<file path="src/rtl/dds_pkg.sv">
// Constants and sweep state encoding shared by the dds sweep sequencer and the dds core.
// The phase width here must match the dds phase-accumulator control input.
package dds_pkg;

  localparam int DDS_W_PHASE = 26;
  localparam int DDS_W_DWELL = 16;

  typedef enum logic {
    IDLE = 1'b0,
    RUN  = 1'b1
  } sweep_state_t;

endpackage

</file>
<file path="src/rtl/dds_dwell_timer.sv">
// Loadable dwell down-counter; load takes a dwell count (0 behaves as 1).
// expire is high in the last cycle of the dwell, i.e. when the count sits at zero.
module dds_dwell_timer #(
  parameter int W = 16
) (
  input  logic         clk,
  input  logic         rst,
  input  logic         load,
  input  logic [W-1:0] value,
  output logic         expire
);

  logic [W-1:0] cnt;

  // Count D-1 down to 0 so the loaded word stays visible for exactly D cycles.
  always_ff @(posedge clk or posedge rst) begin
    if (rst) begin
      cnt <= '0;
    end else if (load) begin
      cnt <= (value == '0) ? '0 : value - W'(1);
    end else if (cnt != '0) begin
      cnt <= cnt - W'(1);
    end
  end

  assign expire = (cnt == '0);

endmodule

</file>
<file path="src/rtl/dds_sweep_ctrl.sv">
// Linear frequency-sweep sequencer driving the dds phase-accumulator control word.
// First word appears two edges after i_start; no backpressure, config is shadowed at start.
module dds_sweep_ctrl
  import dds_pkg::*;
#(
  parameter int W_PHASE = DDS_W_PHASE,
  parameter int W_DWELL = DDS_W_DWELL
) (
  input  logic               i_sys_clk,
  input  logic               i_sys_rst,
  input  logic               i_start,
  input  logic               i_stop,
  input  logic               i_cont,
  input  logic [W_PHASE-1:0] i_f_start,
  input  logic [W_PHASE-1:0] i_f_stop,
  input  logic [W_PHASE-1:0] i_f_step,
  input  logic [W_DWELL-1:0] i_dwell,
  output logic [W_PHASE-1:0] o_dds_phase_accumulator_word,
  output logic               o_step_stb,
  output logic               o_busy,
  output logic               o_done
);

  sweep_state_t       state;
  logic               arm;
  logic [W_PHASE-1:0] word;
  logic               stb;
  logic               busy;
  logic               done;

  logic [W_PHASE-1:0] s_start;
  logic [W_PHASE-1:0] s_stop;
  logic [W_PHASE-1:0] s_step;
  logic [W_DWELL-1:0] s_dwell;
  logic               s_cont;
  logic               s_up;

  logic               expire;
  logic               load;
  logic               at_end;
  logic [W_PHASE:0]   sum;
  logic [W_PHASE-1:0] gap;
  logic [W_PHASE-1:0] next_word;

  assign load = ((state == IDLE) && arm) || ((state == RUN) && expire && !i_stop);

  dds_dwell_timer #(
    .W(W_DWELL)
  ) u_dwell (
    .clk   (i_sys_clk),
    .rst   (i_sys_rst),
    .load  (load),
    .value (s_dwell),
    .expire(expire)
  );

  // A zero step can never reach f_stop, so the start word is treated as the last one.
  assign at_end = (word == s_stop) || (s_step == '0);
  assign sum    = {1'b0, word} + {1'b0, s_step};
  assign gap    = word - s_stop;

  always_comb begin
    next_word = s_stop;
    if (s_up) begin
      if (sum < {1'b0, s_stop}) next_word = sum[W_PHASE-1:0];
    end else begin
      if (s_step < gap) next_word = word - s_step;
    end
  end

  always_ff @(posedge i_sys_clk or posedge i_sys_rst) begin
    if (i_sys_rst) begin
      state   <= IDLE;
      arm     <= 1'b0;
      word    <= '0;
      stb     <= 1'b0;
      busy    <= 1'b0;
      done    <= 1'b0;
      s_start <= '0;
      s_stop  <= '0;
      s_step  <= '0;
      s_dwell <= '0;
      s_cont  <= 1'b0;
      s_up    <= 1'b1;
    end else begin
      stb  <= 1'b0;
      done <= 1'b0;
      case (state)
        IDLE: begin
          if (arm) begin
            arm   <= 1'b0;
            word  <= s_start;
            stb   <= 1'b1;
            busy  <= 1'b1;
            state <= RUN;
          end else if (i_start && !i_stop) begin
            arm     <= 1'b1;
            s_start <= i_f_start;
            s_stop  <= i_f_stop;
            s_step  <= i_f_step;
            s_dwell <= i_dwell;
            s_cont  <= i_cont;
            s_up    <= (i_f_stop >= i_f_start);
          end
        end
        RUN: begin
          // Abort wins over dwell expiry; the current word is left on the dds.
          if (i_stop) begin
            state <= IDLE;
            busy  <= 1'b0;
          end else if (expire) begin
            if (at_end) begin
              done <= 1'b1;
              if (s_cont) begin
                word <= s_start;
                stb  <= 1'b1;
              end else begin
                state <= IDLE;
                busy  <= 1'b0;
              end
            end else begin
              word <= next_word;
              stb  <= 1'b1;
            end
          end
        end
        default: state <= IDLE;
      endcase
    end
  end

  assign o_dds_phase_accumulator_word = word;
  assign o_step_stb                   = stb;
  assign o_busy                       = busy;
  assign o_done                       = done;

endmodule

</file>
<file path="config.mk">
export PLATFORM = sky130hd
export DESIGN_NAME = dds_sweep_ctrl
export DESIGN_NICKNAME = d
export VERILOG_FILES = /design/src/rtl/dds_pkg.sv /design/src/rtl/dds_dwell_timer.sv /design/src/rtl/dds_sweep_ctrl.sv
export SDC_FILE = /design/constraint.sdc
export NUM_CORES = 1
export LEC_CHECK = 0
export ABC_AREA = 1
export ABC_CLOCK_PERIOD_IN_PS = 7300
export CORE_ASPECT_RATIO = 0.7
export CORE_MARGIN = 3
export CORE_UTILIZATION = 33
export DETAILED_ROUTE_END_ITERATION = 12
export SKIP_LAST_GASP = 1
export SLEW_MARGIN = 20
export SYNTH_ARGS = -nofsm -noshare
export SYNTH_HDL_FRONTEND = slang
export SYNTH_SLANG_ARGS = --single-unit
</file>
<file path="constraint.sdc">
create_clock -name i_sys_clk -period 7.3 [get_ports i_sys_clk]
set_input_delay 2.19 -clock i_sys_clk [delete_from_list [all_inputs] [get_ports i_sys_clk]]
set_output_delay 2.19 -clock i_sys_clk [all_outputs]
set_load 0.01 [all_outputs]
</file>
# After elaboration in Yosys (flattened, before gate mapping)
# Cells that the tools add are included.
# W data, S select, Z words.
[word_totals] ff_bits=143 latchBits=0 ram_bits=0 romBits=0 input_bits=99 output_inout_bits=29 word_cells=79 memories=0
[classes] addsub=5 multipliers=0 n_div=0 n_lt_le_gt_ge=3 n_eq_ne=8 shifts=0 n_mux=33 bitwise=2 n_reduce_logical=15
[op_table] op="$mux W26" n=8
[op_table] op="$pmux W26 S2" n=1
[op_table] op="$sub A26 B26 Y26" n=2
[op_table] op="$mux W16" n=3
[op_table] op="$logic_not A16 Y1" n=2
[op_table] op="$sub A16 B1 Y16 const B" n=2
[op_table] op="$add A26 B26 Y27" n=1
[op_table] op="$lt A27 B26 Y1" n=1
[op_table] op="$eq A26 B26 Y1" n=1
[op_table] op="$ge A26 B26 Y1" n=1
[op_table] op="$logic_not A26 Y1" n=1
[op_table] op="$lt A26 B26 Y1" n=1
[op_table] op="$mux W1" n=18
[op_table] op="$reduce_bool A16 Y1" n=1
[op_table] op="$reduce_and A4 Y1" n=2
[op_table] op="$ne A3 B2 Y1 const B" n=2
[op_table] op="$ne A3 B3 Y1 const B" n=2
[op_table] op="$pmux W1 S2" n=3
[op_table] op="$logic_and A1 B1 Y1" n=4
[op_table] op="$ne A2 B2 Y1 const B" n=2
[op_table] op="$reduce_and A3 Y1" n=1
[op_table] op="$logic_or A1 B1 Y1" n=2
[op_table] op="$ne A2 B1 Y1 const B" n=1
[op_table] op="$not A1 Y1" n=2
[op_table] op="other kinds (2)" n=2

# Depth between registers and ports, before layout
[logic_depth] depth_word=8 mapped_depth=28 depth_no_buf=27

# Hierarchy
# A second synthesis with hierarchy kept.
[unflattened] hier_cells=2060 hier_area_um2=13854.5
[modules_own_cells] mod="dds_sweep_ctrl" n_inst=1 cells_per_inst=1808 area_each_um2=12225.5 seq_area_each_um2=3179.3
[modules_own_cells] mod="dds_dwell_timer" n_inst=1 cells_per_inst=252 area_each_um2=1629.1 seq_area_each_um2=400.4

# Least setup slack after synthesis
# OpenSTA, ideal clock, no wires.
[synth_timing] path_kind="register to register" start="register word[0] (netlist: o_dds_phase_accumulator_word[0])" end="register word[12] (netlist: o_dds_phase_accumulator_word[12])" setup_time_ns=0.116 t_arrival_ns=3.715 required_ns=7.184 path_slack_ns=3.469 path_stages_with_launch=29 path_buffers=2 synth_period_minus_slack_ns=3.831 path_cell_list="dfrtp_1 > inv_1 > ha_1 > inv_1 > fa_1 > nand2_1 > and3_1 > inv_1 > nand2_1 > nand2_1 > inv_1 > o21ai_1 > a21oi_1 > o21ai_1 > xor2_1 > ha_1 > nand2_1 > nor2_1 > nand3_1 > nor4_1 > nand2_1 > nand3_1 > buf_2 > buf_1 > nand2_1 > o211ai_1 > nand3_1 > nand2_1 > nand2_1"
[synth_via] elab_chain_len=8 word_cells_on_any_way=16 classes_between="add/sub (3); order compare (2); eq/ne (2); mux (7); reduce/logical (2)"
[synth_rtl] element="start, declared" line_no="dds_sweep_ctrl.sv:26" text="logic [W_PHASE-1:0] word;"
[synth_rtl] element="start signal, assigned" line_no="dds_sweep_ctrl.sv:92" text="word <= s_start;"
[synth_rtl] element="start signal, assigned" line_no="dds_sweep_ctrl.sv:115" text="word <= s_start;"
[synth_rtl] element="start signal, assigned" line_no="dds_sweep_ctrl.sv:122" text="word <= next_word;"
[synth_rtl] element="$add A26 B26 Y27 or $sub A26 B26 Y26 (tied branches)" line_no="dds_sweep_ctrl.sv:59, dds_sweep_ctrl.sv:60"
[synth_rtl] element="$lt A27 B26 Y1 or $lt A26 B26 Y1 (tied branches)" line_no="dds_sweep_ctrl.sv:65, dds_sweep_ctrl.sv:67"
[synth_rtl] element="$mux W26, on equally long branches" line_no="dds_sweep_ctrl.sv:65, dds_sweep_ctrl.sv:67"
[synth_rtl] element="$mux W26" line_no="dds_sweep_ctrl.sv:64" text="if (s_up) begin"
[synth_rtl] element="$mux W26" line_no="dds_sweep_ctrl.sv:112" text="if (at_end) begin"
[synth_rtl] element="$mux W26" line_no="dds_sweep_ctrl.sv:111" text="end else if (expire) begin"
[synth_rtl] element="$mux W26" line_no="dds_sweep_ctrl.sv:108" text="if (i_stop) begin"
[synth_rtl] element="$pmux W26 S2" line_no="dds_sweep_ctrl.sv:88" text="case (state)"
# Several ways; a longest one is shown, not always the timed one. The select of a mux whose other input is x is not followed.
# A chain may end at the register's enable or synchronous reset.

# Final worst setup path
[layout_timing] start="register s_stop[17]" end="register word[18] (netlist: o_dds_phase_accumulator_word[18])"
[layout_via] elab_chain_len=8 word_cells_on_any_way=14 classes_between="add/sub (1); order compare (2); eq/ne (2); mux (7); reduce/logical (2)"
[layout_rtl] element="start, declared" line_no="dds_sweep_ctrl.sv:32" text="logic [W_PHASE-1:0] s_stop;"
[layout_rtl] element="start signal, assigned" line_no="dds_sweep_ctrl.sv:99" text="s_stop <= i_f_stop;"
[layout_rtl] element="$sub A26 B26 Y26" line_no="dds_sweep_ctrl.sv:60" text="assign gap = word - s_stop;"
[layout_rtl] element="$lt A26 B26 Y1" line_no="dds_sweep_ctrl.sv:67" text="if (s_step < gap) next_word = word - s_step;"
[layout_rtl] element="$mux W26" line_no="dds_sweep_ctrl.sv:67"
[layout_rtl] element="$mux W26" line_no="dds_sweep_ctrl.sv:64"
[layout_rtl] element="$mux W26" line_no="dds_sweep_ctrl.sv:112"
[layout_rtl] element="$mux W26" line_no="dds_sweep_ctrl.sv:111"
[layout_rtl] element="$mux W26" line_no="dds_sweep_ctrl.sv:108"
[layout_rtl] element="$pmux W26 S2" line_no="dds_sweep_ctrl.sv:88"
# Several ways; a longest one is shown, not always the timed one. The select of a mux whose other input is x is not followed.

==> run metrics <==
net count after synthesis around 2300; Die ar. roughly 44000 um^2; HP Class flip-flop to flip-flop; DRT antenna net count 0; # setup viols final 0; Crit Path Category flip-flop to flip-flop; final worst-path cycle share a little under three quarters; commonest non-fill, non-tap cell in the layout nand2_1; Synth area leader dfrtp_1; total core area 40500 um^2; worst endpoint required time 7650 ps; Synth-to-Final Area Change 16.8%; Pre-Repair DR Iteration Count 6; Max FO, Critical Path 15; Slew @ Worst Pin approximately 1100 ps; status finished clean; Cell variety after synth 53; Mapped Area 13800 um^2; initial antenna violation count 0; Die Wd ~250 um; Clock Skews ~12 ps; Yosys top cell area share approximately a quarter; Period minus WS final between 5000 and 6000 ps; fin. max-slew vios 0; Routed WL per cell 19.9 um; Placed Area around 15000 um^2; Clock Root Buffer clkbuf_16; FFs w/ async S/R, synth between 90% and 100%; Synth area leaders dfrtp_1 26%, nand2_1 14%, ha_1 14%, inv_1 7.0%, o21ai_0 5.6%; via count roughly 14000; gr ovfl total 0; Seq/Total Area, Yosys approximately a quarter; H-tree Lvls 4; # DRC 0; fill count around 4300; CTS Sinks around 140; synth warn 0; most frequent cells in the layout 525 x nand2_1, 255 x inv_1, 155 x ha_1; type of origin of the critical path flip-flop; number of port buffers ~130; clk slew on worst S/H paths ~70 ps; Starting Density between 30 and 40%; Clk Latency, worst-skew pair 460 ps; Final Hold Violating Endpoints 0; hold path depth 2; row count 61; Avg Cell Area, Syn 6.84 um^2; setup tns final 0 ps; flops & latches, synth between 100 and 150; crit-path cells inv_1 -> ha_1 -> a21oi_1 -> o21ai_0 -> a211oi_1 -> o21ai_0 -> a21oi_1 -> xor2_1 -> ha_1 -> nand2_1 -> o21ai_0 -> a21oi_1 -> nand3_2 -> inv_1 -> nand3_1 -> nand3_1 -> nand3_1 -> nand2_1 -> nand2_1; Nets 2354; Post-CTS Setup Inserts 0; normalized max-slew margin around 24%; Worst Path Arrival approximately 5600 ps; Total GRT Usage 23.8%; Slowest cell on crit path a211oi_1; Post-synth EDFFs 0; Final Cell Area 16100 um^2; Post-Syn Instances ~2000; post-CTS resize count 0; max_cap viols 0; RSZ-0062 raised after global routing false; initial DRC count between 1000 and 1500; vias in the first global route 13200; Peak Freq 192 MHz; Critical Path End Type flip-flop; worst reg2reg path depth 19; clock tree buffer depth 2; vias per cell between 5 and 6; first-pass GRT wire length about 80000 um; Worst path max stage delay 660 ps; CTS tree yes; n_diodes 0; # IOs between 100 and 150; cts hold-fix bufs 0; CTS buffer count 17; GPL Wtd Cong about 0.96; Top FF cell, synth dfrtp_1; Post-DP HPWL approximately 42000 um; largest net degree at the start of global routing ~80; Post-Route WL approximately 53000 um; layout cells sized above 1 between 5 and 6%; Die Ht about 180 um
[worst max-delay path: cells and delay by family (launching register included)]
family          cells  cell delay, ps
compound gates      7            2120
xor+xnor            1             210
fa+ha+maj           2             580
buf+inv             2             840
flops               1             360
simple gates        7             970
[worst paths after layout]
check                      startpoint                               end  slack (ps)
max                        s_stop[17]  o_dds_phase_accumulator_word[18]        2100
min                            o_busy                            o_busy         480
max reg2reg                s_stop[17]  o_dds_phase_accumulator_word[18]        2100
min reg2reg                    o_busy                            o_busy         480
max in group asynchronous   i_sys_rst                         s_step[6]        4080
min in group asynchronous   i_sys_rst                       s_start[17]        2120
[flip-flops by register name, summed over array words and instances, names as in the netlist]
name,count
arm,1
o_busy,1
o_done,1
o_step_stb,1
s_up,1
u_dwell.cnt,16
s_start,26
state,1
s_stop,26
s_dwell,16
o_dds_phase_accumulator_word,26
s_step,26
s_cont,1
[routing by layer]
metal | GRT usage (%) | vias up | routed length [um]
met4 | 5.79 | 0 | 943
met1 | 36.4 | 6557 | 26600
met2 | 33.6 | 536 | 21200
met5 | 0 | - | 0
met3 | 5.05 | 53 | 4010
li1 | - | 6783 | -
[logic make-up (layout without fill, tap and decap cells)]
kind of cell	count (synthesis)	in the layout	synth area share, %
buf+inv	343	441	9.92
xor+xnor	66	66	4.20
fa+ha+maj	158	158	14.5
compound gates	392	392	16.0
flops	143	143	26.0
simple gates	910	910	29.4
[synthesized netlist by cell type (2+ instances only)]
cell       number
a211oi_1        4
a21boi_0        2
a21boi_1        2
a21o_1          3
a21oi_1       139
a21oi_2         2
a31oi_1         7
buf_1           6
buf_2          23
buf_4           7
clkbuf_1       30
clkinv_1        4
dfrtp_1       142
fa_1            3
ha_1          155
inv_1         257
inv_2          14
nand2_1       525
nand2_2        10
nand2_4        10
nand3_1       113
nand3_2        11
nand3b_1        5
nand4_1        57
nand4_4         2
nor2_1        133
nor2_2          4
nor2_4          4
nor3_1         21
nor4_1          7
o2111ai_1       2
o211ai_1       16
o21a_1         31
o21ai_0       154
o21ai_1         8
o21bai_1       14
o31ai_1         4
or2_2           2
xnor2_1        16
xor2_1         50
[cell type report]
| type | count | area, um^2 | area share, % |
|---|---|---|---|
| Timing Repair Buffer | 134 | 1320 | 8.23 |
| Multi-Input combinational cell | 1526 | 8840 | 55.0 |
| Sequential cell | 143 | 3580 | 22.3 |
| Tap cell | 535 | 669 | 4.16 |
| Inverter | 275 | 1040 | 6.46 |
| Clock buffer | 24 | 502 | 3.12 |
| Clock inverter | 8 | 128 | 0.794 |
[stage by stage]
stage / hold WS, ps / instances / worst slack, ps / util, %
floorplan: 454 / 2012 / 1270 / -
global placement: 466 / 2613 / 2220 / 38.2
detailed placement: 470 / 2613 / 2270 / 38.2
CTS: 486 / 2645 / 2240 / 39.7
global route: 518 / 2645 / 1820 / 39.8
finish: 480 / 2645 / 2100 / 39.8
Power is not shown: default switching activity piles up to over one toggle a cycle in this logic, so the estimate is an artifact.
